`src/rtl/ps2_kb_ctrl.sv`:
```
`timescale 1ns/1ps
`default_nettype none
// ============================================================================
// ps2_kb_ctrl : PS/2 keyboard receiver with scan-code FIFO and CPU read port
// Revision    : 1.0
// ============================================================================
module ps2_kb_ctrl #(
    parameter int SAMPLE_DLY = 8,
    parameter int TIMEOUT    = 4095,
    parameter int DEPTH      = 8
) (
    input  logic       CLK,
    input  logic       RST,
    input  logic       KB_CLK,
    input  logic       KB_DATA,
    input  logic       CS,
    input  logic       RD,
    input  logic       ADDR0,
    output logic [7:0] DOUT,
    output logic       IRQ
);

    localparam int AW = $clog2(DEPTH);
    localparam int SW = $clog2(SAMPLE_DLY + 1);
    localparam int TW = $clog2(TIMEOUT + 1);
    localparam logic [SW-1:0] SMP_LAST = SW'(SAMPLE_DLY);
    localparam logic [TW-1:0] TO_LAST  = TW'(TIMEOUT - 1);
    localparam logic [AW:0]   CNT_FULL = (AW+1)'(DEPTH);

    localparam logic [1:0] ST_IDLE   = 2'd0;
    localparam logic [1:0] ST_DATA   = 2'd1;
    localparam logic [1:0] ST_PARITY = 2'd2;
    localparam logic [1:0] ST_STOP   = 2'd3;

    logic          kbc_s1_q, kbc_s1_d, kbc_s2_q, kbc_s2_d, kbc_prev_q, kbc_prev_d;
    logic          kbd_s1_q, kbd_s1_d, kbd_s2_q, kbd_s2_d;
    logic          pend_q, pend_d;
    logic [SW-1:0] smp_cnt_q, smp_cnt_d;
    logic [TW-1:0] to_cnt_q, to_cnt_d;
    logic [1:0]    state_q, state_d;
    logic [2:0]    bit_cnt_q, bit_cnt_d;
    logic [7:0]    shift_q, shift_d;
    logic          par_q, par_d;
    logic [AW-1:0] rd_ptr_q, rd_ptr_d, wr_ptr_q, wr_ptr_d;
    logic [AW:0]   count_q, count_d;
    logic          ovr_q, ovr_d, perr_q, perr_d, ferr_q, ferr_d;
    logic          acc_q, acc_d, acc_adr_q, acc_adr_d;
    logic [7:0]    mem_q [DEPTH];

    logic          fall, smp_take, timeout, push_req, set_perr, set_ferr, set_ovr;
    logic          empty, full, bus_act, acc_end, pop, clr, wr_en, good_par;
    logic [7:0]    status, head;

    always_comb begin
        kbc_s1_d   = KB_CLK;
        kbc_s2_d   = kbc_s1_q;
        kbc_prev_d = kbc_s2_q;
        kbd_s1_d   = KB_DATA;
        kbd_s2_d   = kbd_s1_q;
        fall       = kbc_prev_q & ~kbc_s2_q;

        // A sample is armed by each fall and abandoned if KB_CLK rises first
        pend_d    = pend_q;
        smp_cnt_d = smp_cnt_q;
        smp_take  = 1'b0;
        if (fall) begin
            pend_d    = 1'b1;
            smp_cnt_d = SW'(1);
        end else if (pend_q) begin
            if (kbc_s2_q) begin
                pend_d    = 1'b0;
                smp_cnt_d = '0;
            end else if (smp_cnt_q == SMP_LAST) begin
                smp_take  = 1'b1;
                pend_d    = 1'b0;
                smp_cnt_d = '0;
            end else begin
                smp_cnt_d = smp_cnt_q + SW'(1);
            end
        end

        timeout  = 1'b0;
        to_cnt_d = to_cnt_q;
        if (state_q == ST_IDLE || fall) begin
            to_cnt_d = '0;
        end else if (to_cnt_q == TO_LAST) begin
            timeout  = 1'b1;
            to_cnt_d = '0;
        end else begin
            to_cnt_d = to_cnt_q + TW'(1);
        end

        state_d   = state_q;
        bit_cnt_d = bit_cnt_q;
        shift_d   = shift_q;
        par_d     = par_q;
        push_req  = 1'b0;
        set_perr  = 1'b0;
        set_ferr  = 1'b0;
        good_par  = ^{shift_q, par_q};
        if (timeout) begin
            state_d   = ST_IDLE;
            set_ferr  = 1'b1;
            pend_d    = 1'b0;
            smp_cnt_d = '0;
        end else if (smp_take) begin
            case (state_q)
                ST_IDLE: begin
                    if (!kbd_s2_q) begin
                        state_d   = ST_DATA;
                        bit_cnt_d = 3'd0;
                    end
                end
                ST_DATA: begin
                    shift_d = {kbd_s2_q, shift_q[7:1]};
                    if (bit_cnt_q == 3'd7) state_d = ST_PARITY;
                    else bit_cnt_d = bit_cnt_q + 3'd1;
                end
                ST_PARITY: begin
                    par_d   = kbd_s2_q;
                    state_d = ST_STOP;
                end
                ST_STOP: begin
                    push_req = kbd_s2_q & good_par;
                    set_perr = ~good_par;
                    set_ferr = ~kbd_s2_q;
                    state_d  = ST_IDLE;
                end
            endcase
        end

        empty     = (count_q == '0);
        full      = (count_q == CNT_FULL);
        bus_act   = CS & RD;
        acc_d     = bus_act;
        acc_adr_d = bus_act ? ADDR0 : acc_adr_q;
        acc_end   = acc_q & ~bus_act;
        pop       = acc_end & ~acc_adr_q & ~empty;
        clr       = acc_end & acc_adr_q;
        // A pop in the same cycle frees the slot, so a full FIFO still accepts
        wr_en     = push_req & (~full | pop);
        set_ovr   = push_req & full & ~pop;

        wr_ptr_d = wr_en ? wr_ptr_q + AW'(1) : wr_ptr_q;
        rd_ptr_d = pop ? rd_ptr_q + AW'(1) : rd_ptr_q;
        count_d  = count_q;
        if (wr_en && !pop) count_d = count_q + (AW+1)'(1);
        else if (pop && !wr_en) count_d = count_q - (AW+1)'(1);

        ovr_d  = (ovr_q  & ~clr) | set_ovr;
        perr_d = (perr_q & ~clr) | set_perr;
        ferr_d = (ferr_q & ~clr) | set_ferr;

        status = {2'b00, (state_q != ST_IDLE), ferr_q, perr_q, ovr_q, full, ~empty};
        head   = empty ? 8'h00 : mem_q[rd_ptr_q];
        DOUT   = 8'h00;
        if (bus_act) DOUT = ADDR0 ? status : head;
        IRQ    = ~empty;
    end

    always_ff @(posedge CLK) begin
        if (!RST) begin
            kbc_s1_q   <= 1'b1;
            kbc_s2_q   <= 1'b1;
            kbc_prev_q <= 1'b1;
            kbd_s1_q   <= 1'b1;
            kbd_s2_q   <= 1'b1;
            pend_q     <= 1'b0;
            smp_cnt_q  <= '0;
            to_cnt_q   <= '0;
            state_q    <= ST_IDLE;
            bit_cnt_q  <= 3'd0;
            shift_q    <= 8'h00;
            par_q      <= 1'b0;
            rd_ptr_q   <= '0;
            wr_ptr_q   <= '0;
            count_q    <= '0;
            ovr_q      <= 1'b0;
            perr_q     <= 1'b0;
            ferr_q     <= 1'b0;
            acc_q      <= 1'b0;
            acc_adr_q  <= 1'b0;
        end else begin
            kbc_s1_q   <= kbc_s1_d;
            kbc_s2_q   <= kbc_s2_d;
            kbc_prev_q <= kbc_prev_d;
            kbd_s1_q   <= kbd_s1_d;
            kbd_s2_q   <= kbd_s2_d;
            pend_q     <= pend_d;
            smp_cnt_q  <= smp_cnt_d;
            to_cnt_q   <= to_cnt_d;
            state_q    <= state_d;
            bit_cnt_q  <= bit_cnt_d;
            shift_q    <= shift_d;
            par_q      <= par_d;
            rd_ptr_q   <= rd_ptr_d;
            wr_ptr_q   <= wr_ptr_d;
            count_q    <= count_d;
            ovr_q      <= ovr_d;
            perr_q     <= perr_d;
            ferr_q     <= ferr_d;
            acc_q      <= acc_d;
            acc_adr_q  <= acc_adr_d;
        end
    end

    always_ff @(posedge CLK) begin
        if (RST && wr_en) mem_q[wr_ptr_q] <= shift_q;
    end

endmodule
`default_nettype wire
```
`config.mk`:
```
export PLATFORM = sky130hd
export DESIGN_NAME = ps2_kb_ctrl
export DESIGN_NICKNAME = d
export VERILOG_FILES = /design/src/rtl/ps2_kb_ctrl.sv
export SDC_FILE = /design/constraint.sdc
export NUM_CORES = 1
export LEC_CHECK = 0
export ABC_CLOCK_PERIOD_IN_PS = 6600
export BUFFER_PORTS_ARGS = -buffer_cell sky130_fd_sc_hd__buf_2
export CORE_MARGIN = 2
export CORE_UTILIZATION = 45
export CTS_CLUSTER_DIAMETER = 150
export DETAILED_ROUTE_END_ITERATION = 10
export PLACE_DENSITY = 0.67
export SETUP_SLACK_MARGIN = 0.3
export SYNTH_ARGS = -nofsm -noshare
export SYNTH_HDL_FRONTEND = slang
export SYNTH_SLANG_ARGS = --single-unit
```
`constraint.sdc`:
```
create_clock -name CLK -period 6.6 [get_ports CLK]
set_input_delay 0.66 -clock CLK [delete_from_list [all_inputs] [get_ports CLK]]
set_output_delay 0.66 -clock CLK [all_outputs]
set_load 0.005 [all_outputs]
```
==> impl_metrics.tcl <==
set metrics [dict create \
    fin_crit_ns 3.35 \
    cts_num_sinks 118 \
    cellPowerDensity_mw_per_mm2 289 \
    antenna_found_initial 0 \
    finalSetupTns_ns 0 \
    peakVddDrop_mv 0.138 \
    ios 16 \
    ys_types 45 \
    row_count 38 \
    drc 0 \
    critPathKind "flop to flop" \
    max_stage_delay_ns 0.52 \
    hold_viol 0 \
    synth_seq_area_share_pct 60.4 \
    synth-seq-cells 118 \
    grt_usage_pct 17.7 \
    crit_path_cell_trace "xnor2_1, xnor3_1, xnor2_2, and3_1, ha_1, inv_1, ha_1, a21o_1, a21oi_1, xnor2_1, or3_1, a21oi_1" \
    drive_above_1_share_pct 18.2 \
    end_kind "flop" \
    grt_pass1_wl_um 14900 \
    syn_nets 405 \
    gp_congestion 0.749 \
    critPathSlowestCell "dfxtp_1" \
    core_area_mm2 0.0108 \
    slew_headroom_pct 37.5 \
    tightest_slew_ns 0.932 \
    rsz0062_at_grt "no" \
    path_clk_slew_ns 0.06 \
    die_w_um 109 \
    grt_max_degree 25 \
    antenna_cells 0 \
    drt_iter0_drc 166 \
    cts_buffers 17 \
    leakagePower_nw 2.01 \
    nFillCells 892 \
    ant_nets 0 \
    vias 2976 \
    ctsHoldBuffers 0 \
    whs_endpoint "kbc_s1_q" \
    firstDrtPassIters 4 \
    fin_area_mm2 0.00579 \
    fmax_mhz 298 \
    cp_data_arrival_time_ns 3.79 \
    grt-ovfl-total 0 \
    reg2reg_slack_ns 3.25 \
    tritoncts "built" \
    r2r_cells 12 \
    layoutNonFillerInstCount 558 \
    netlist_instances 382 \
    cts_root_buf "clkbuf_8" \
    syn2layout_area_growth_pct 16.4 \
    hold_depth 2 \
    die_h_um 109 \
    outcome "completed" \
    cts_buffer_depth 2 \
    io_buffer_count 15 \
    r2r_start "shift_q[4]" \
    viasPerCell 5.33 \
    required_ns 7.04 \
    routed_wirelength_um 9360 \
    avgSynthCellArea_um2 13.0 \
    worstSetupStartpointType "flop" \
    dpl_cell_area_mm2 0.00520 \
    hold_class "input port to flop" \
    post_cts_resized 0 \
    cts_setup_buffers 0 \
    die_area_mm2 0.0119 \
    slew_viol_final 0 \
    regArea_mm2 0.00300 \
    min_from "KB_CLK" \
    clkLatencyLatePin_ns 0.52 \
    netlist_area_mm2 0.00497 \
    finClkSkew_ns 0.00768 \
    cap_viol_max_count 0 \
    power_w 0.00167 \
    first_global_vias 2980 \
    multiInputGateArea_mm2 0.00190 \
    drt-wirelength-per-cell_um 16.8 \
    cp_max_fo 11 \
    dp.cells 526 \
    start_util_pct 46.1 \
    nNetsFinal 428 \
    finalCritPeriodShare_pct 50.8 \
    ys_warn_count 0 \
    htreeDepth 4 \
    dp_hpwl_um 5970 \
    worstReg2RegEnd "count_q[3]" \
    setup_violations 0 \
]
-- kinds of logic (layout without fill, tap and decap cells) --
family	Yosys count	count (layout)	share of synthesized area [%]
simple gates	126	126	13.1
flops	118	118	60.4
xor+xnor	23	23	4.48
mux	37	37	11.5
fa+ha+maj	16	16	4.18
buf+inv	25	61	2.11
compound gates	37	37	4.28
-- worst max-delay path: cells and delay by family, from the launching register on --
kind	cells	cell delay, ns
flops	1	0.52
xor+xnor	4	1.02
compound gates	3	0.48
buf+inv	1	0.09
fa+ha+maj	2	0.52
simple gates	2	0.63
-- flip-flops by register name, summed over array words and instances, names as in the netlist, named ones only --
signal	cells
smp_cnt_q	4
par_q	1
kbc_s1_q	1
shift_q	8
acc_q	1
kbd_s2_q	1
to_cnt_q	12
pend_q	1
wr_ptr_q	3
perr_q	1
kbd_s1_q	1
ovr_q	1
acc_adr_q	1
kbc_prev_q	1
kbc_prev_d	1
mem_q	64
ferr_q	1
bit_cnt_q	3
count_q	4
state_q	2
rd_ptr_q	3
-- metrics by stage --
stage / hold WS [ns] / setup slack, ns / util [%]
after detailed placement: 0.391 / 3.32 / 48.2
after global routing: 0.315 / 3.10 / 53.6
after floorplan: 0.386 / 3.65 / -
after CTS: 0.300 / 3.28 / 53.6
after global placement: 0.393 / 3.46 / 48.2
final: 0.319 / 3.25 / 53.6
-- worst max path at each step --
stage	startpoint	end	slack (ns)	cells after the start
floorplan	shift_q[4]	count_q[3]	3.65	13
global placement	shift_q[3]	count_q[3]	3.46	12
detailed placement	shift_q[4]	count_q[3]	3.32	12
CTS	shift_q[4]	count_q[3]	3.28	12
global route	shift_q[3]	count_q[3]	3.10	12
finish	shift_q[4]	count_q[3]	3.25	12
-- layout make-up --
type                       count  share of cell area (%)
clock buffer                  17                    7.16
tap                          140                    3.03
inverter                      13                   0.843
timing repair buffer          16                    1.43
clock inverter                15                    2.90
sequential                   118                    51.9
multi-input combinational    239                    32.8
-- metal layers --
metal	wire length [um]	up-vias	share of wire, %	GRT usage, %
li1	-	1454	-	-
met1	4190	1445	45	21.4
met2	4590	68	49	29.1
met3	463	9	4.9	5.74
met4	111	0	1.2	7.14
met5	0	-	0	0
-- placed cells by master (no fill, tap or decap), types with 2 or more instances in the layout --
cell / netlist / final
edfxtp_1: 64 / 64
dfxtp_1: 54 / 54
nor2_1: 43 / 43
mux2i_1: 21 / 21
nand2_1: 20 / 20
mux4_2: 16 / 16
clkbuf_16: 0 / 16
a21oi_1: 15 / 15
ha_1: 15 / 15
buf_2: 3 / 15
inv_1: 13 / 13
xnor2_1: 13 / 13
nand3_1: 12 / 12
o21ai_0: 11 / 11
nand4_1: 8 / 8
xor2_1: 8 / 8
nand2b_1: 8 / 8
nor3_2: 0 / 6
inv_6: 0 / 6
nor3_1: 11 / 5
clkinv_4: 0 / 4
nor2b_1: 3 / 3
or3_1: 3 / 3
a21oi_2: 2 / 2
and3_1: 2 / 2
nor4_1: 2 / 2
o22ai_1: 2 / 2
a211oi_1: 2 / 2
nand4b_1: 2 / 2
and4_1: 2 / 2
nor3b_1: 2 / 2
a21o_1: 2 / 2
bufinv_16: 0 / 2
clkinvlp_4: 0 / 2
-- power by group --
group          internal, W  switching [W]
clock             0.000545       0.000345
combinational   0.00000387     0.00000952
sequential        0.000769     0.00000207
total              0.00132       0.000357
-- cell usage after synthesis (all sizes together) --
master	n	area share, %
ha	15	3.8
nand2b	8	1.0
a32oi	1	0.18
fa	1	0.40
a31oi	1	0.13
clkbuf	7	0.53
o22ai	2	0.25
nand4b	2	0.35
nor2b	3	0.38
edfxtp	64	39
and3b	1	0.18
a22oi	1	0.15
o21ai	11	1.1
a21o	2	0.30
dfxtp	54	22
nor3	11	1.1
xnor3	1	0.45
inv	13	0.98
buf	5	0.60
mux4	16	7.2
mux2i	21	4.2
or3	3	0.38
and3	2	0.25
a211oi	2	0.30
and2	1	0.13
nand3	12	1.2
nor3b	3	0.55
nand4	9	1.3
or3b	1	0.18
nand3b	1	0.15
a21oi	17	1.9
nand2	20	1.5
or4b	1	0.20
and4	2	0.35
nor4	3	0.68
xnor2	14	2.6
nor2	43	3.2
xor2	8	1.4
Power figures use the tool's default switching activity.
